===== config.mk =====
export PLATFORM = sky130hd
export DESIGN_NAME = reg_scoreboard
export DESIGN_NICKNAME = d
export VERILOG_FILES = /design/src/rtl/reg_scoreboard.sv
export SDC_FILE = /design/constraint.sdc
export NUM_CORES = 1
export LEC_CHECK = 0
export CORE_MARGIN = 4
export CORE_UTILIZATION = 52
export DETAILED_ROUTE_END_ITERATION = 10
export PLACE_DENSITY = 0.74
export SYNTH_ARGS = -nofsm -noshare
export SYNTH_HDL_FRONTEND = slang
export SYNTH_SLANG_ARGS = --single-unit

===== constraint.sdc =====
create_clock -name clk_i -period 5.6 [get_ports clk_i]
set_input_delay 1.68 -clock clk_i [delete_from_list [all_inputs] [get_ports clk_i]]
set_output_delay 1.68 -clock clk_i [all_outputs]
set_load 0.02 [all_outputs]

===== src/rtl/reg_scoreboard.sv =====
// Decode-side register scoreboard: per-register in-flight write counters that stall issue on RAW hazards
// and on write-counter saturation. Optional stall statistics under SCOREBOARD_STATS_EN.
module reg_scoreboard #(
  parameter int ADDR_WIDTH = 4,
  parameter int NUM_REGS   = 16,
  parameter int CNT_WIDTH  = 2,
  parameter int PC_ADDR    = 15
) (
  input  logic                  clk_i,
  input  logic                  rst_n_i,
  input  logic                  issue_valid_i,
  input  logic [2:0]            src_used_i,
  input  logic [ADDR_WIDTH-1:0] src_addr_1_i,
  input  logic [ADDR_WIDTH-1:0] src_addr_2_i,
  input  logic [ADDR_WIDTH-1:0] src_addr_3_i,
  input  logic                  dest_valid_i,
  input  logic [ADDR_WIDTH-1:0] dest_addr_i,
  input  logic                  retire_valid_i,
  input  logic [ADDR_WIDTH-1:0] retire_addr_i,
  output logic                  stall_o,
  output logic                  issue_accept_o,
  output logic [NUM_REGS-1:0]   pending_mask_o,
  output logic                  underflow_err_o
`ifdef SCOREBOARD_STATS_EN
  ,
  output logic [31:0]           stall_cycles_o,
  output logic [31:0]           waw_stall_cycles_o
`endif
);

  localparam logic [CNT_WIDTH-1:0]  CNT_MAX = '1;
  localparam logic [CNT_WIDTH-1:0]  CNT_ONE = CNT_WIDTH'(1);
  localparam logic [ADDR_WIDTH-1:0] PC      = ADDR_WIDTH'(PC_ADDR);

  logic [CNT_WIDTH-1:0]  cnt_q [NUM_REGS];
  logic [CNT_WIDTH-1:0]  cnt_d [NUM_REGS];
  logic [NUM_REGS-1:0]   pending_q, pending_d;
  logic                  underflow_q, underflow_d;
  logic [NUM_REGS-1:0]   ret_hit, eff_nz, eff_max, inc, dec;
  logic [ADDR_WIDTH-1:0] src_addr [3];
  logic                  raw_stall, waw_stall, stall, accept;

  assign src_addr[0] = src_addr_1_i;
  assign src_addr[1] = src_addr_2_i;
  assign src_addr[2] = src_addr_3_i;

  // A retiring producer is already resolved for this cycle's hazard checks
  // because the register file forwards the same-cycle write.
  always_comb begin
    ret_hit = '0;
    eff_nz  = '0;
    eff_max = '0;
    for (int r = 0; r < NUM_REGS; r++) begin
      ret_hit[r] = retire_valid_i && (retire_addr_i == ADDR_WIDTH'(r));
      eff_nz[r]  = (cnt_q[r] > CNT_ONE) || ((cnt_q[r] == CNT_ONE) && !ret_hit[r]);
      eff_max[r] = (cnt_q[r] == CNT_MAX) && !ret_hit[r];
    end
  end

  always_comb begin
    raw_stall = 1'b0;
    for (int k = 0; k < 3; k++) begin
      if (src_used_i[k] && (src_addr[k] != PC) && eff_nz[src_addr[k]]) raw_stall = 1'b1;
    end
    waw_stall = dest_valid_i && (dest_addr_i != PC) && eff_max[dest_addr_i];
    stall     = issue_valid_i && (raw_stall || waw_stall);
    accept    = issue_valid_i && !stall;
  end

  assign stall_o        = stall;
  assign issue_accept_o = accept;

  always_comb begin
    underflow_d = underflow_q;
    pending_d   = '0;
    inc         = '0;
    dec         = '0;
    for (int r = 0; r < NUM_REGS; r++) begin
      inc[r]   = accept && dest_valid_i && (dest_addr_i == ADDR_WIDTH'(r)) && (r != PC_ADDR);
      dec[r]   = ret_hit[r] && (r != PC_ADDR);
      cnt_d[r] = cnt_q[r];
      if (inc[r] && !dec[r]) begin
        cnt_d[r] = cnt_q[r] + CNT_ONE;
      end else if (dec[r] && !inc[r]) begin
        if (cnt_q[r] == '0) underflow_d = 1'b1;
        else                cnt_d[r] = cnt_q[r] - CNT_ONE;
      end
      pending_d[r] = (cnt_d[r] != '0);
    end
  end

  always_ff @(posedge clk_i) begin
    if (!rst_n_i) begin
      for (int r = 0; r < NUM_REGS; r++) cnt_q[r] <= '0;
      pending_q   <= '0;
      underflow_q <= 1'b0;
    end else begin
      for (int r = 0; r < NUM_REGS; r++) cnt_q[r] <= cnt_d[r];
      pending_q   <= pending_d;
      underflow_q <= underflow_d;
    end
  end

  assign pending_mask_o  = pending_q;
  assign underflow_err_o = underflow_q;

`ifdef SCOREBOARD_STATS_EN
  logic [31:0] stall_cycles_q, stall_cycles_d;
  logic [31:0] waw_cycles_q, waw_cycles_d;

  always_comb begin
    stall_cycles_d = stall_cycles_q + 32'(stall);
    waw_cycles_d   = waw_cycles_q + 32'(issue_valid_i && waw_stall && !raw_stall);
  end

  always_ff @(posedge clk_i) begin
    if (!rst_n_i) begin
      stall_cycles_q <= '0;
      waw_cycles_q   <= '0;
    end else begin
      stall_cycles_q <= stall_cycles_d;
      waw_cycles_q   <= waw_cycles_d;
    end
  end

  assign stall_cycles_o     = stall_cycles_q;
  assign waw_stall_cycles_o = waw_cycles_q;
`endif

endmodule


# ---- After elaboration in Yosys (flattened, before gate mapping)
# Memories as Yosys holds them, arrays and structs flattened.
# Cells that the tools add are included.
# Widths: inputs -> output; s select.
dict set report op_classes {
  n_shift 0
  n_eq_ne 65
  n_lt_le_gt_ge 20
  div_mod_pow 0
  add_sub_neg 30
  n_mul 0
  reduce_logical 186
  n_mux 119
  bitwise 16
}
# op n
set op_table {}
lappend op_table {{$mux 2} 61}
lappend op_table {{$logic_and 1x1->1} 104}
lappend op_table {{$eq 4x4->1 const B} 15}
lappend op_table {{$mux 1} 54}
lappend op_table {{$eq 2x1->1 const B} 16}
lappend op_table {{$eq 2x2->1 const B} 16}
lappend op_table {{$eq 4x3->1 const B} 8}
lappend op_table {{$gt 2x1->1 const B} 16}
lappend op_table {{$logic_not 1->1} 32}
lappend op_table {{$reduce_bool 2->1} 16}
lappend op_table {{$add 2x1->2 const B} 15}
lappend op_table {{$logic_not 2->1} 15}
lappend op_table {{$sub 2x1->2 const B} 15}
lappend op_table {{$lt 4x5->1 const B} 4}
lappend op_table {{$logic_or 1x1->1} 17}
lappend op_table {{$bmux 1 s4} 4}
lappend op_table {{$eq 4x2->1 const B} 4}
lappend op_table {{$ne 4x4->1 const B} 4}
lappend op_table {{$or 1x1->1} 16}
lappend op_table {{$eq 4x1->1 const B} 2}
lappend op_table {{$logic_not 4->1} 2}
dict set report word_totals {
  mem_bits_ro 0
  latch_bits 0
  elab_cells 439
  memories 1
  ramBits 32
  output_inout_bits 19
  register_bits 17
}
# name words word_bits rd rd_ports_with_merged_regs wr line
set memory_table {}
lappend memory_table {cnt_q 16 2 16 0 16 35} ;# logic [CNT_WIDTH-1:0] cnt_q [NUM_REGS];

# ---- Depth between registers and ports, before layout
# Gate-level depths: netlist of run 1.
dict set report depth {
  word_depth 63
  depth_mapped 13
  depth_no_buf 12
}

# ---- Worst setup path before layout of run 1
# OpenSTA, ideal clock, no wires.
dict set report synth_path {
  kind {input to output}
  startpoint {input port retire_addr_i[0]}
  endpoint {output port issue_accept_o}
  cell_stages 9
  setup_slack_ns -0.003
  required_time_ns 3.920
  t_arrival_ns 3.923
  path_buffers 2
  cell_sequence {buf_2 > or3b_1 > buf_2 > o2111ai_2 > o311a_1 > o21ai_1 > a222oi_1 > and3_1 > and2_1}
}
dict set report synth_via {
  elab_chain_cells 15
  word_cells_on_any_way 115
  classes_between {eq/ne: 15; mux: 11; reduce/logical: 89}
}
# item line
set synth_lines {}
lappend synth_lines {{start: declaration} 19} ;# input logic [ADDR_WIDTH-1:0] retire_addr_i,
lappend synth_lines {{$eq 4x1->1, or another cell as far along} 54} ;# ret_hit[r] = retire_valid_i && (retire_addr_i == ADDR_WIDTH'(r));
lappend synth_lines {{$logic_and 1x1->1} 54}
lappend synth_lines {{$logic_not 1->1} {55, 56}}
lappend synth_lines {{$logic_and 1x1->1} 55} ;# eff_nz[r] = (cnt_q[r] > CNT_ONE) || ((cnt_q[r] == CNT_ONE) && !ret_hit[r]);
lappend synth_lines {{$logic_or 1x1->1} 55}
lappend synth_lines {{$bmux 1 s4} 63} ;# if (src_used_i[k] && (src_addr[k] != PC) && eff_nz[src_addr[k]]) raw_stall = 1'b1;
lappend synth_lines {{$mux 1 (implied by the code)} 63}
lappend synth_lines {{$logic_and 1x1->1} 63}
lappend synth_lines {{$mux 1 (3 in a row)} 63}
lappend synth_lines {{$logic_or 1x1->1 *} 66} ;# stall = issue_valid_i && (raw_stall || waw_stall);
lappend synth_lines {{$logic_and 1x1->1 *} 66}
lappend synth_lines {{$logic_not 1->1 *} 67} ;# accept = issue_valid_i && !stall;
lappend synth_lines {{$logic_and 1x1->1 *} 67}
lappend synth_lines {{end: declaration} 21} ;# output logic issue_accept_o,
# Mark *: on every way between the ends. The rest lies on a longest branch, timed or not. The select of a mux whose other input is x is not followed.

# ---- Worst setup path in the final report of run 1
dict set report layout_path {
  startpoint {input port src_addr_3_i[0]}
  endpoint {output port issue_accept_o}
}
dict set report layout_via {
  elab_chain_cells 8
  word_cells_on_any_way 10
  classes_between {eq/ne: 1; mux: 3; reduce/logical: 6}
}
# item line
set layout_lines {}
lappend layout_lines {{start: declaration} 15} ;# input logic [ADDR_WIDTH-1:0] src_addr_3_i,
lappend layout_lines {{$bmux 1 s4 or $ne 4x4->1 (tied branches)} 63}
lappend layout_lines {{$mux 1 (implied by the code) or $logic_and 1x1->1 (tied branches)} 63}
lappend layout_lines {{$logic_and 1x1->1 *} 63}
lappend layout_lines {{$mux 1 *} 63}
lappend layout_lines {{$logic_or 1x1->1 *} 66}
lappend layout_lines {{$logic_and 1x1->1 *} 66}
lappend layout_lines {{$logic_not 1->1 *} 67}
lappend layout_lines {{$logic_and 1x1->1 *} 67}
# Marked as above.

==> summary by stage, run 1 <==
Status
The flow ran to the end, and the final reports show no timing, DRC or antenna violations.

Timing
The final worst hold slack is 0.567 ns. Dividing the final minimum period by the clock period gives 0.974. Static timing analysis puts the maximum clock frequency at ~0.18 GHz. At the pin with the least slew margin, the transition time is 0.588 ns. The minimum clock period is about 5.5 ns. The number of hold violations in the final report is 0. Setup repair after global routing left no endpoint under its margin.

The final count of negative-setup-slack endpoints is 0. In this run the tightest slew margin relative to its limit is 0.605. Clock skew on the completed layout was measured at slightly below 0.006 ns. The number of pins exceeding their max-slew limit in the final report was 0.

Worst setup path
The largest fanout on the critical path is 6. The slowest stage of the critical path belongs to the cell sky130_fd_sc_hd__clkdlybuf4s50_1. By instance count, the cell type seen most on the critical path is sky130_fd_sc_hd__buf_4. The worst path arrival time is 3.78 ns. The largest single stage delay on the critical path is 0.48 ns. The startpoint identified for the worst register-to-register timing path is cnt_q[0][21]$_SDFF_PN0_. STA classifies the critical path startpoint as a primary input.

STA classifies the critical path endpoint as a primary output. The worst setup path endpoint is issue_accept_o. The most critical setup path has its startpoint at src_addr_3_i[0]. The signal on the critical path passes through clkdlybuf4s50_1, or2_2, o221ai_1, o22ai_1, a222oi_1, buf_4, and3_4, and2_1, buf_4.

The required arrival time at the worst endpoint is 3.92 ns. The type of the worst setup path is primary input to primary output. The worst register-to-register path ends at underflow_err_o$_SDFF_PN0_. The critical path buffer and inverter count is 3.

The top cell family by delay on the critical path is buffers and inverters. In this run the number of cells on the critical path is 9. The minimum setup slack among reg-to-reg paths is 1.97 ns. Counting cells, the worst reg-to-reg path comes to 14.

Cells and area
The antenna diode instance count is 0. The layout overhead on the synthesized area is 27.7%. The layout net count is 754. For this run, the share of the core covered by cells in the final layout is 0.681. The final instance area is 5570 µm². The share of final-layout standard cells stronger than drive strength 1 is 0.179.

Routing
The final routed DRC violation total is 0. After detailed routing, the average wire length per cell comes to 17.8 µm. The count of antenna-violating nets left after detailed routing is 0.

The number of vias per cell is 5.83. The number of vias after detailed routing is 4412. The iteration count of the initial detailed-routing pass is 5. The first routing iteration left 332 violations.

The routed design has around 13000 µm of wire.

Global routing
The number of antenna violations at the first check in global routing came to 0. The maximum number of pins on one net before global-route repair is 29. The via count of the first global-routing pass is ~4300. After global routing the overflow that remains totals 0. For this run, the total global-route usage over all layers was measured as 0.274.

The first-pass GRT wire length is roughly 22000 µm.

CTS
The total number of clock tree sinks is 46. Counting along the longest clock path gives a buffer depth of 2. The number of CTS-inserted buffers is 5. The maximum level of the CTS H-tree is 2. The CTS tree is done.

The master cell of the clock root buffer is sky130_fd_sc_hd__clkbuf_8. After clock tree synthesis, the clock-pin slew on the worst setup and hold paths is 0.09 ns. The clock insertion delay at the later pin of the skew report is 0.31 ns.

Synth
The mean instance size in the synthesized netlist is ~7.9 µm². After synthesis the netlist holds a flip-flop and latch count of 46. For this run, the number of Yosys warnings is 0. The sequential area share after synthesis is 0.211. The dominant register cell in the synthesized netlist is sky130_fd_sc_hd__dfxtp_1. In the synthesized netlist the async set-or-reset flop fraction comes to 0. Counting flops with a built-in enable in the synthesized netlist gives 0. The cell count after synthesis is 551. The netlist area before placement is 4360 µm².

When the netlist entered floorplanning its net count stood at 654. Yosys mapped the design onto 69 distinct sky130hd cell types.

Floorplanning
The floorplan step defined a die boundary enclosing 9920 µm². For this configuration, the core starts out at a cell density of 0.534. The number of ports placed on the die boundary is 47.

The row count is 33. The die outline height is between 90 and 100 µm. In this run the standard cell core region covers 8180 µm². The horizontal die dimension is ~100 µm.

Job
Across the run, the number of max-cap violations was 0.

Power and ir drop
The maximum vdd drop is 0.106 mV. In this run the static leakage power is 0.00233 µW. The power per standard cell area is 146 nW/µm².

Min path
The tightest min-delay check is of the flip-flop to flip-flop type.

Place
Once detailed placement completed, the half-perimeter wirelength came to 10900 µm. During placement, the flow inserted port buffers numbering 45. The congestion estimate from routability-driven global placement came to around 0.95. In this run the cell area measured after placement is 5320 µm².
## what timing repair did
action,in CTS,in global routing
hold buffers,0,0
gates resized for setup,33,9
setup buffers,2,2
gates cloned,0,0
pin swaps,4,1
setup endpoints to repair,2,2
## registers in the layout, summed over array words and instances (netlist names)
register,flops
pending_mask_o,15
cnt_q,30
underflow_err_o,1
## synthesized netlist by cell type (all sizes together) (9+ instances only)
master / number / area [µm²]
nor2b: 9 / 56.3
ha: 75 / 938
a31oi: 23 / 144
a21oi: 21 / 105
nor2: 41 / 154
nor3: 12 / 60.1
clkbuf: 10 / 37.5
nand2: 42 / 158
inv: 62 / 233
nand3: 26 / 130
nand2b: 10 / 62.6
or2: 18 / 113
o22ai: 15 / 93.8
dfxtp: 46 / 921
## where the power goes
group	total [µW]	switching, µW	internal (µW)
combinational	168	90.4	78.0
sequential	333	2.79	330
clock	314	123	190
total	815	216	598
## layer usage
metal,vias to the layer above,wire length (µm),track usage,part of all wire
met4,0,206,0.0672,0.015
met5,-,0,0,0
met3,16,746,0.0295,0.055
li1,2174,-,-,-
met1,2082,6120,0.375,0.45
met2,140,6380,0.462,0.47
## final cells by class
cell class | count | area [µm²]
sequential | 46 | 921
inverter | 62 | 233
tap | 105 | 131
timing repair buffer | 111 | 930
clock inverter | 2 | 60.1
multi-input combinational | 425 | 3210
fill | 704 | 2610
clock buffer | 6 | 82.6
## cell usage in the layout (no fill, tap or decap), types with 4 or more instances in the layout
| cell | synthesis | layout |
|---|---|---|
| sky130_fd_sc_hd__o22ai_1 | 15 | 14 |
| sky130_fd_sc_hd__a311oi_1 | 5 | 5 |
| sky130_fd_sc_hd__inv_1 | 61 | 61 |
| sky130_fd_sc_hd__o211ai_1 | 6 | 6 |
| sky130_fd_sc_hd__nand4_1 | 4 | 4 |
| sky130_fd_sc_hd__xor2_1 | 7 | 7 |
| sky130_fd_sc_hd__o22a_1 | 8 | 8 |
| sky130_fd_sc_hd__nand3_1 | 26 | 26 |
| sky130_fd_sc_hd__o21ai_0 | 6 | 6 |
| sky130_fd_sc_hd__or2_2 | 12 | 12 |
| sky130_fd_sc_hd__o21a_1 | 6 | 6 |
| sky130_fd_sc_hd__ha_1 | 75 | 75 |
| sky130_fd_sc_hd__or2_1 | 6 | 6 |
| sky130_fd_sc_hd__or3_1 | 7 | 7 |
| sky130_fd_sc_hd__a21oi_1 | 21 | 21 |
| sky130_fd_sc_hd__o221ai_1 | 6 | 6 |
| sky130_fd_sc_hd__dfxtp_1 | 46 | 46 |
| sky130_fd_sc_hd__a31oi_2 | 0 | 6 |
| sky130_fd_sc_hd__nor2b_1 | 9 | 9 |
| sky130_fd_sc_hd__clkbuf_8 | 0 | 6 |
| sky130_fd_sc_hd__and4_1 | 5 | 5 |
| sky130_fd_sc_hd__clkdlybuf4s50_1 | 0 | 36 |
| sky130_fd_sc_hd__and2_1 | 6 | 6 |
| sky130_fd_sc_hd__nand2b_1 | 10 | 10 |
| sky130_fd_sc_hd__buf_4 | 2 | 65 |
| sky130_fd_sc_hd__nor3_1 | 12 | 12 |
| sky130_fd_sc_hd__nand2_1 | 42 | 42 |
| sky130_fd_sc_hd__nor2_1 | 41 | 41 |
| sky130_fd_sc_hd__a31oi_1 | 23 | 16 |
| sky130_fd_sc_hd__and3_1 | 6 | 4 |
## metrics by stage
| step | power (µW) | cells | setup TNS [ns] | setup slack (ns) |
|---|---|---|---|---|
| 6_report | 815 | 757 | 0 | 0.144 |
| 3_5_place_dp | 501 | 745 | -1.57 | -0.829 |
| 2_1_floorplan | 418 | 551 | 0 | 0.0231 |
| 3_3_place_gp | 500 | 745 | -1.40 | -0.768 |
| 5_1_grt | 843 | 757 | 0 | 0.00274 |
| 4_1_cts | 815 | 755 | 0 | 0.00753 |
## kinds of logic (layout without fill, tap and decap cells)
family,count (synthesis),after routing,share of synthesized area
other,1,1,0.000860
adders and majority gates,75,75,0.215
muxes,4,4,0.0149
buffers and inverters,80,181,0.0737
AOI/OAI and AO/OA,131,131,0.216
xor gates and xnor gates,8,8,0.0161
DFF,46,46,0.211
and+or+nand+nor,206,206,0.252
## worst min-delay path, stage by stage, from the launching register on
cell                      delay [ns]
sky130_fd_sc_hd__dfxtp_1        0.37
sky130_fd_sc_hd__nand3_1        0.09
sky130_fd_sc_hd__a21oi_1        0.06
## worst min-delay path by stage
stage / from / end / depth (start not counted)
final: cnt_q[0][10]$_SDFF_PN0_ / cnt_q[0][10]$_SDFF_PN0_ / 2
after global routing: cnt_q[0][9]$_SDFF_PN0_ / cnt_q[0][9]$_SDFF_PN0_ / 2
after floorplan: cnt_q[0][20]$_SDFF_PN0_ / cnt_q[0][20]$_SDFF_PN0_ / 2
after CTS: cnt_q[0][27]$_SDFF_PN0_ / cnt_q[0][27]$_SDFF_PN0_ / 2
after global placement: cnt_q[0][20]$_SDFF_PN0_ / cnt_q[0][20]$_SDFF_PN0_ / 2
after detailed placement: cnt_q[0][27]$_SDFF_PN0_ / cnt_q[0][27]$_SDFF_PN0_ / 2
No activity file was read; power rests on OpenSTA's default activity.
==> inputs of run 2 (changes only) <==
--- a/config.mk
+++ b/config.mk
@@ -7,6 +7,7 @@
 export LEC_CHECK = 0
 export CORE_MARGIN = 4
 export CORE_UTILIZATION = 52
+export CTS_CLUSTER_DIAMETER = 150
 export DETAILED_ROUTE_END_ITERATION = 10
 export PLACE_DENSITY = 0.74
 export SYNTH_ARGS = -nofsm -noshare
==> results of run 2 <==
The final DEF is identical to that of run 1; final timing and power are the same.
==> inputs of run 3 (changes only) <==
--- a/config.mk
+++ b/config.mk
@@ -13,3 +13,4 @@
 export SYNTH_ARGS = -nofsm -noshare
 export SYNTH_HDL_FRONTEND = slang
 export SYNTH_SLANG_ARGS = --single-unit
+export TNS_END_PERCENT = 100
==> results of run 3 <==
The final DEF is identical to that of run 1; final timing and power are the same.
